==> src/rtl/imm_gen_if.sv <==
// Handshake bundle for imm_gen_pipe: instruction request in, extended immediate out.
// Valid/ready: a beat transfers on a rising clk edge where valid && ready are both high.
interface imm_gen_if #(
    parameter int XLEN = 32
) ();
    logic            in_valid;
    logic            in_ready;
    logic [31:0]     instr;
    logic [2:0]      sel;
    logic            auto_mode;
    logic            flush;
    logic            out_valid;
    logic            out_ready;
    logic [XLEN-1:0] imm;
    logic [2:0]      fmt;
    logic            illegal;

    modport slave (
        input  in_valid, instr, sel, auto_mode, flush, out_ready,
        output in_ready, out_valid, imm, fmt, illegal
    );

    modport master (
        output in_valid, instr, sel, auto_mode, flush, out_ready,
        input  in_ready, out_valid, imm, fmt, illegal
    );
endinterface

==> src/rtl/imm_gen_pipe.sv <==
// RISC-V immediate generator with one registered, backpressured output stage.
// Format comes from sel, or from the opcode/funct3 when auto decode is enabled.
module imm_gen_pipe #(
    parameter int XLEN    = 32,
    parameter bit AUTO_EN = 1'b1
) (
    input  logic      clk,
    input  logic      rst_n,
    imm_gen_if.slave  bus
);
    typedef enum logic [2:0] {
        FMT_I     = 3'b000,
        FMT_JALR  = 3'b001,
        FMT_SHAMT = 3'b010,
        FMT_S     = 3'b011,
        FMT_U     = 3'b100,
        FMT_J     = 3'b101,
        FMT_B     = 3'b110,
        FMT_ZIMM  = 3'b111
    } fmt_e;

    logic [31:0]     ins;
    logic [6:0]      opcode;
    logic [2:0]      funct3;
    logic            auto_eff;
    fmt_e            fmt_d;
    logic            ill_d;
    logic [31:0]     raw32;
    logic [XLEN-1:0] imm_d;
    logic            load;
    logic            valid_d;

    logic            valid_q;
    logic [XLEN-1:0] imm_q;
    fmt_e            fmt_q;
    logic            ill_q;

    assign ins      = bus.instr;
    assign opcode   = ins[6:0];
    assign funct3   = ins[14:12];
    assign auto_eff = AUTO_EN && bus.auto_mode;

    always_comb begin : format_decode
        fmt_d = fmt_e'(bus.sel);
        ill_d = 1'b0;
        if (auto_eff) begin
            case (opcode)
                7'b0000011: fmt_d = FMT_I;
                7'b0010011: fmt_d = (funct3 == 3'b001 || funct3 == 3'b101) ? FMT_SHAMT : FMT_I;
                7'b1100111: fmt_d = FMT_JALR;
                7'b0100011: fmt_d = FMT_S;
                7'b0110111,
                7'b0010111: fmt_d = FMT_U;
                7'b1101111: fmt_d = FMT_J;
                7'b1100011: fmt_d = FMT_B;
                7'b1110011: fmt_d = funct3[2] ? FMT_ZIMM : FMT_I;
                default: begin
                    fmt_d = FMT_ZIMM;
                    ill_d = 1'b1;
                end
            endcase
        end
    end

    // Every format fits a 32-bit value whose bit 31 is the correct extension
    // bit (zero for SHAMT/ZIMM), so widening to 64 is a plain sign-extension.
    always_comb begin : imm_build
        raw32 = '0;
        case (fmt_d)
            FMT_I:     raw32 = {{20{ins[31]}}, ins[31:20]};
            FMT_JALR:  raw32 = {{20{ins[31]}}, ins[31:21], 1'b0};
            FMT_SHAMT: raw32 = {26'b0, (XLEN == 64) ? ins[25] : 1'b0, ins[24:20]};
            FMT_S:     raw32 = {{20{ins[31]}}, ins[31:25], ins[11:7]};
            FMT_U:     raw32 = {ins[31:12], 12'b0};
            FMT_J:     raw32 = {{11{ins[31]}}, ins[31], ins[19:12], ins[20], ins[30:21], 1'b0};
            FMT_B:     raw32 = {{19{ins[31]}}, ins[31], ins[7], ins[30:25], ins[11:8], 1'b0};
            FMT_ZIMM:  raw32 = {27'b0, ins[19:15]};
            default:   raw32 = '0;
        endcase
        if (ill_d) begin
            raw32 = '0;
        end
    end

    generate
        if (XLEN == 64) begin : g_x64
            assign imm_d = {{32{raw32[31]}}, raw32};
        end else begin : g_x32
            assign imm_d = raw32;
        end
    endgenerate

    assign bus.in_ready = !valid_q || bus.out_ready;
    assign load         = bus.in_valid && bus.in_ready && !bus.flush;

    // Flush wins over everything, including a same-cycle input handshake.
    always_comb begin : valid_next
        valid_d = valid_q;
        if (bus.flush) begin
            valid_d = 1'b0;
        end else if (load) begin
            valid_d = 1'b1;
        end else if (valid_q && bus.out_ready) begin
            valid_d = 1'b0;
        end
    end

    always_ff @(posedge clk or negedge rst_n) begin
        if (!rst_n) begin
            valid_q <= 1'b0;
            imm_q   <= '0;
            fmt_q   <= FMT_I;
            ill_q   <= 1'b0;
        end else begin
            valid_q <= valid_d;
            if (load) begin
                imm_q <= imm_d;
                fmt_q <= fmt_d;
                ill_q <= ill_d;
            end
        end
    end

    assign bus.out_valid = valid_q;
    assign bus.imm       = imm_q;
    assign bus.fmt       = fmt_q;
    assign bus.illegal   = ill_q;
endmodule

==> src/flat_wrapper.sv <==
// flat-port wrapper written by rule: the top's interface ports become plain ports
module imm_gen_pipe_flat 
#(
    parameter int XLEN    = 32,
    parameter bit AUTO_EN = 1'b1
)
  (clk, rst_n, bus_in_valid, bus_instr, bus_sel, bus_auto_mode, bus_flush, bus_out_ready, bus_in_ready, bus_out_valid, bus_imm, bus_fmt, bus_illegal);
  imm_gen_if #(.XLEN(XLEN)) bus_i ();
  input  logic clk;
  input  logic rst_n;
  input wire logic [$bits(bus_i.in_valid)-1:0] bus_in_valid;
  input wire logic [$bits(bus_i.instr)-1:0] bus_instr;
  input wire logic [$bits(bus_i.sel)-1:0] bus_sel;
  input wire logic [$bits(bus_i.auto_mode)-1:0] bus_auto_mode;
  input wire logic [$bits(bus_i.flush)-1:0] bus_flush;
  input wire logic [$bits(bus_i.out_ready)-1:0] bus_out_ready;
  output wire logic [$bits(bus_i.in_ready)-1:0] bus_in_ready;
  output wire logic [$bits(bus_i.out_valid)-1:0] bus_out_valid;
  output wire logic [$bits(bus_i.imm)-1:0] bus_imm;
  output wire logic [$bits(bus_i.fmt)-1:0] bus_fmt;
  output wire logic [$bits(bus_i.illegal)-1:0] bus_illegal;
  assign bus_i.in_valid = bus_in_valid;
  assign bus_i.instr = bus_instr;
  assign bus_i.sel = bus_sel;
  assign bus_i.auto_mode = bus_auto_mode;
  assign bus_i.flush = bus_flush;
  assign bus_i.out_ready = bus_out_ready;
  assign bus_in_ready = bus_i.in_ready;
  assign bus_out_valid = bus_i.out_valid;
  assign bus_imm = bus_i.imm;
  assign bus_fmt = bus_i.fmt;
  assign bus_illegal = bus_i.illegal;
  imm_gen_pipe #(.XLEN(XLEN), .AUTO_EN(AUTO_EN)) u_core (.clk(clk), .rst_n(rst_n), .bus(bus_i));
endmodule
==> config.mk <==
export PLATFORM = sky130hd
export DESIGN_NAME = imm_gen_pipe_flat
export DESIGN_NICKNAME = d
export VERILOG_FILES = /design/src/rtl/imm_gen_if.sv /design/src/rtl/imm_gen_pipe.sv /design/src/flat_wrapper.sv
export SDC_FILE = /design/constraint.sdc
export NUM_CORES = 1
export LEC_CHECK = 0
export ABC_AREA = 1
export BUFFER_PORTS_ARGS = -buffer_cell sky130_fd_sc_hd__clkbuf_2
export CAP_MARGIN = 40
export CORE_MARGIN = 2
export CORE_UTILIZATION = 35
export CTS_BUF_LIST = sky130_fd_sc_hd__clkbuf_4
export CTS_CLUSTER_DIAMETER = 50
export DETAILED_ROUTE_END_ITERATION = 10
export PLACE_DENSITY_LB_ADDON = 0.1
export REMOVE_ABC_BUFFERS = 1
export SLEW_MARGIN = 5
export SYNTH_ARGS = -nofsm -noshare
export SYNTH_HDL_FRONTEND = slang
export SYNTH_SLANG_ARGS = --single-unit
export TNS_END_PERCENT = 10
==> constraint.sdc <==
create_clock -name clk -period 2.8 [get_ports clk]
set_clock_uncertainty 0.2 [all_clocks]
set_input_delay 0.42 -clock clk [delete_from_list [all_inputs] [get_ports clk]]
set_output_delay 0.42 -clock clk [all_outputs]
set_load 0.03 [all_outputs]
==> metrics.md <==
| Metric | Value |
|---|---|
| Status | complete, no violations |
| Unique masters post-synth | 24 |
| Peak Freq | between 0.4 and 0.5 GHz |
| Final Cycle Share | around four fifths |
| Syn_area_per_cell | 7.01 µm² |
| Register area | around 900 µm² |
| Die Area | between 7000 and 8000 µm² |
| CP Class | in -> reg |
| Chip height | approximately 84 µm |
| Hold Path Class | in -> reg |
| Critical path launch point type | input pin |
| Vias/cell | between 4 and 5 |
| Post-layout util | approximately 44% |
| Max-Cap Viols | 0 |
| Dpl cell area | about 2700 µm² |
| Die Wd | around 84 µm |
| Clock slew at reported path FFs | 0.12 ns |
| CTS tree | done |
| Crit path arrival time | 2.33 ns |
| Via Count | 2,206 |
| Worst Hold Depth | 2 |
| Setup violators final | 0 |
| Layout cells sized above 1 | about 29% |
| Total gr overflow | 0 |
| Worst-Margin Slew | 0.783 ns |
| Pin count of the biggest net entering global routing | 25 |
| RSZ-0062 raised after global routing | false |
| YS warnings | 0 |
| Placement Rows | 29 |
| Starting Density | between 30% and 40% |
| Initial antenna violation count | 0 |
| Crit-path cells | clkbuf_2 > nand2_1 > nor2_1 > nand2_1 > inv_2 > nor2_4 > nand2_4 > nand2_2 > nand2_2 > nand3_4 > nor2_2 > nor2_2 > o21ai_1 > nand2_1 |
| Cell Area, Synth | 2220 µm² |
| PD cells | around 530 nW/µm² |
| Multi-input gate area | roughly 1100 µm² |
| Antenna cells | 0 |
| Final Hold Vio Count | 0 |
| Clock root buffer | clkbuf_4 |
| Slowest cell on crit path | nor2_2 |
| Port Buffers | just under 80 |
| Post-CTS sizing | 0 |
| Cell leakage power | about 1.7 nW |
| Total GRT Usage | approximately 18% |
| Synth-to-layout area growth | 24.4% |
| Number of global-route vias before repair | ~2,200 |
| Max incr delay on CP | about 0.6 ns |
| Synth top area share | between 40% and 50% |
| Drt pass-1 iters | 4 |
| WL per Instance | roughly 13 µm |
| Part of the Yosys area used for sequential elements | around two fifths |
| Residual DRC | 0 |
| Initial DRC count | roughly 120 |
| Clock Tree Buf Depth | 2 |
| Core area | ~6200 µm² |
| Io pins | just under 80 |
| Top cells by area, synth | dfrtp_1 (42%), nand2_1 (24%), nand3_1 (9.0%), nand4_1 (3.4%), inv_1 (3.2%) |
| ANT nets after route | 0 |
| RePlAce Congestion | about 0.85 |
| CTS Sinks | 37 |
| Layout Nets | ~440 |
| Worst Path Required | roughly 2.9 ns |
| First-pass GRT wire length | between 10,000 and 15,000 µm |
| Post-CTS setup buffers | 0 |
| Final count of pins violating max slew | 0 |
| # fillers | just under 700 |
| Post-DP HPWL | 4570 µm |
| Post-synth top area cell | dfrtp_1 |
| Max rail drop VDD | roughly 0.00023 V |
| Crit. End Element | flip-flop |
| Slew margin rel. | a little under half |
| Yosys reg bits | 37 |
| CP dominant cell by count | nand2_1 |
| Crit Path Max Fanout | 21 |
| Total detailed-routing wirelength | about 5900 µm |
| Worst r2r path cells | 7 |
| Setup TNS | 0 ns |
| Synthesized instance count | approximately 320 |
| Fin area | between 2000 and 3000 µm² |
| Clock Latency Late Sink | roughly 0.34 ns |
| Minimum clock period | about 2.2 ns |
| CTS buffer count | 5 |
| Final hold slack | between 0.02 and 0.025 ns |
| H-tree depth | 2 |
==> layer usage <==
metal | wire [µm] | track usage [%] | up-vias
li1 | - | - | 1160
met1 | 2930 | 24.4 | 980
met2 | 2600 | 27.5 | 57
met3 | 283 | 4.45 | 9
met4 | 106 | 5.57 | 0
met5 | 0 | 0 | -
==> Yosys cell counts (all sizes together) <==
master and n:
a21oi 2, buf 9, clkbuf 4, dfrtp 37, inv 21, nand2 155, nand3 42, nand4 12
nor2 24, nor3 2, o21ai 7, or2 1, xnor2 1
==> placed cells by master (no fill, tap or decap), types with 2 or more instances in the layout <==
master	count
a21oi_1	2
buf_4	4
clkbuf_2	78
clkbuf_4	6
dfrtp_1	37
inv_1	19
inv_2	2
nand2_1	145
nand2_2	9
nand3_1	40
nand4_1	12
nor2_1	16
nor2_2	2
nor2_4	6
nor3_1	2
o21ai_0	5
==> logic make-up after synthesis <==
logic type / share of synthesized area [%]
simple gates: 48.2
flops: 41.6
buf+inv: 7.60
compound gates: 2.19
xor+xnor: 0.394
==> timing repair <==
item	CTS	global route
endpoints found under the hold margin	15	0
endpoints found under the setup margin	0	0
hold buffers	1	0
==> flip-flops by register name, indices dropped and copies added (netlist names) <==
name,flops
u_core.bus.fmt,3
u_core.bus.illegal,1
u_core.bus.imm,32
u_core.bus.out_valid,1
==> path summary, 6_finish.rpt <==
check / startpoint / to / slack, ns
worst min-delay path: bus_flush / u_core.bus.out_valid / 0.02
min in group asynchronous: rst_n / u_core.bus.imm[6] / 0.34
max in group asynchronous: rst_n / u_core.bus.imm[28] / 1.59
worst min register to register: u_core.bus.imm[16] / u_core.bus.imm[16] / 0.29
worst max register to register: u_core.bus.out_valid / u_core.bus.imm[20] / 0.63
worst max-delay path: bus_instr[6] / u_core.bus.imm[20] / 0.57
==> where the power goes <==
| part | leakage [nW] | switching (mW) | internal [mW] |
|---|---|---|---|
| clock network | 0.0433 | 0.186 | 0.196 |
| registers | 0.490 | 0.0351 | 0.598 |
| logic | 1.12 | 0.319 | 0.138 |
==> metrics by stage <==
stage	total power [mW]	instances	setup slack (ns)
final	1.47	473	0.566
after global routing	1.56	473	0.313
after CTS	1.49	473	0.574
after detailed placement	1.11	464	0.194
after global placement	1.10	463	0.275
after floorplan	0.937	304	0.510
==> critical path, delay by kind of cell <==
family          cells  cell delay, ns
compound gates      1            0.16
buf+inv             2            0.16
simple gates       11            1.57
==> final cells by class <==
class	instances	share of cell area, %
Clock buffer	6	1.63
Clock inverter	2	1.22
Inverter	21	2.85
Sequential cell	37	33.5
Timing Repair Buffer	84	16.6
Tap cell	77	3.48
Multi-Input combinational cell	246	40.8
Power figures use the tool's default switching activity.
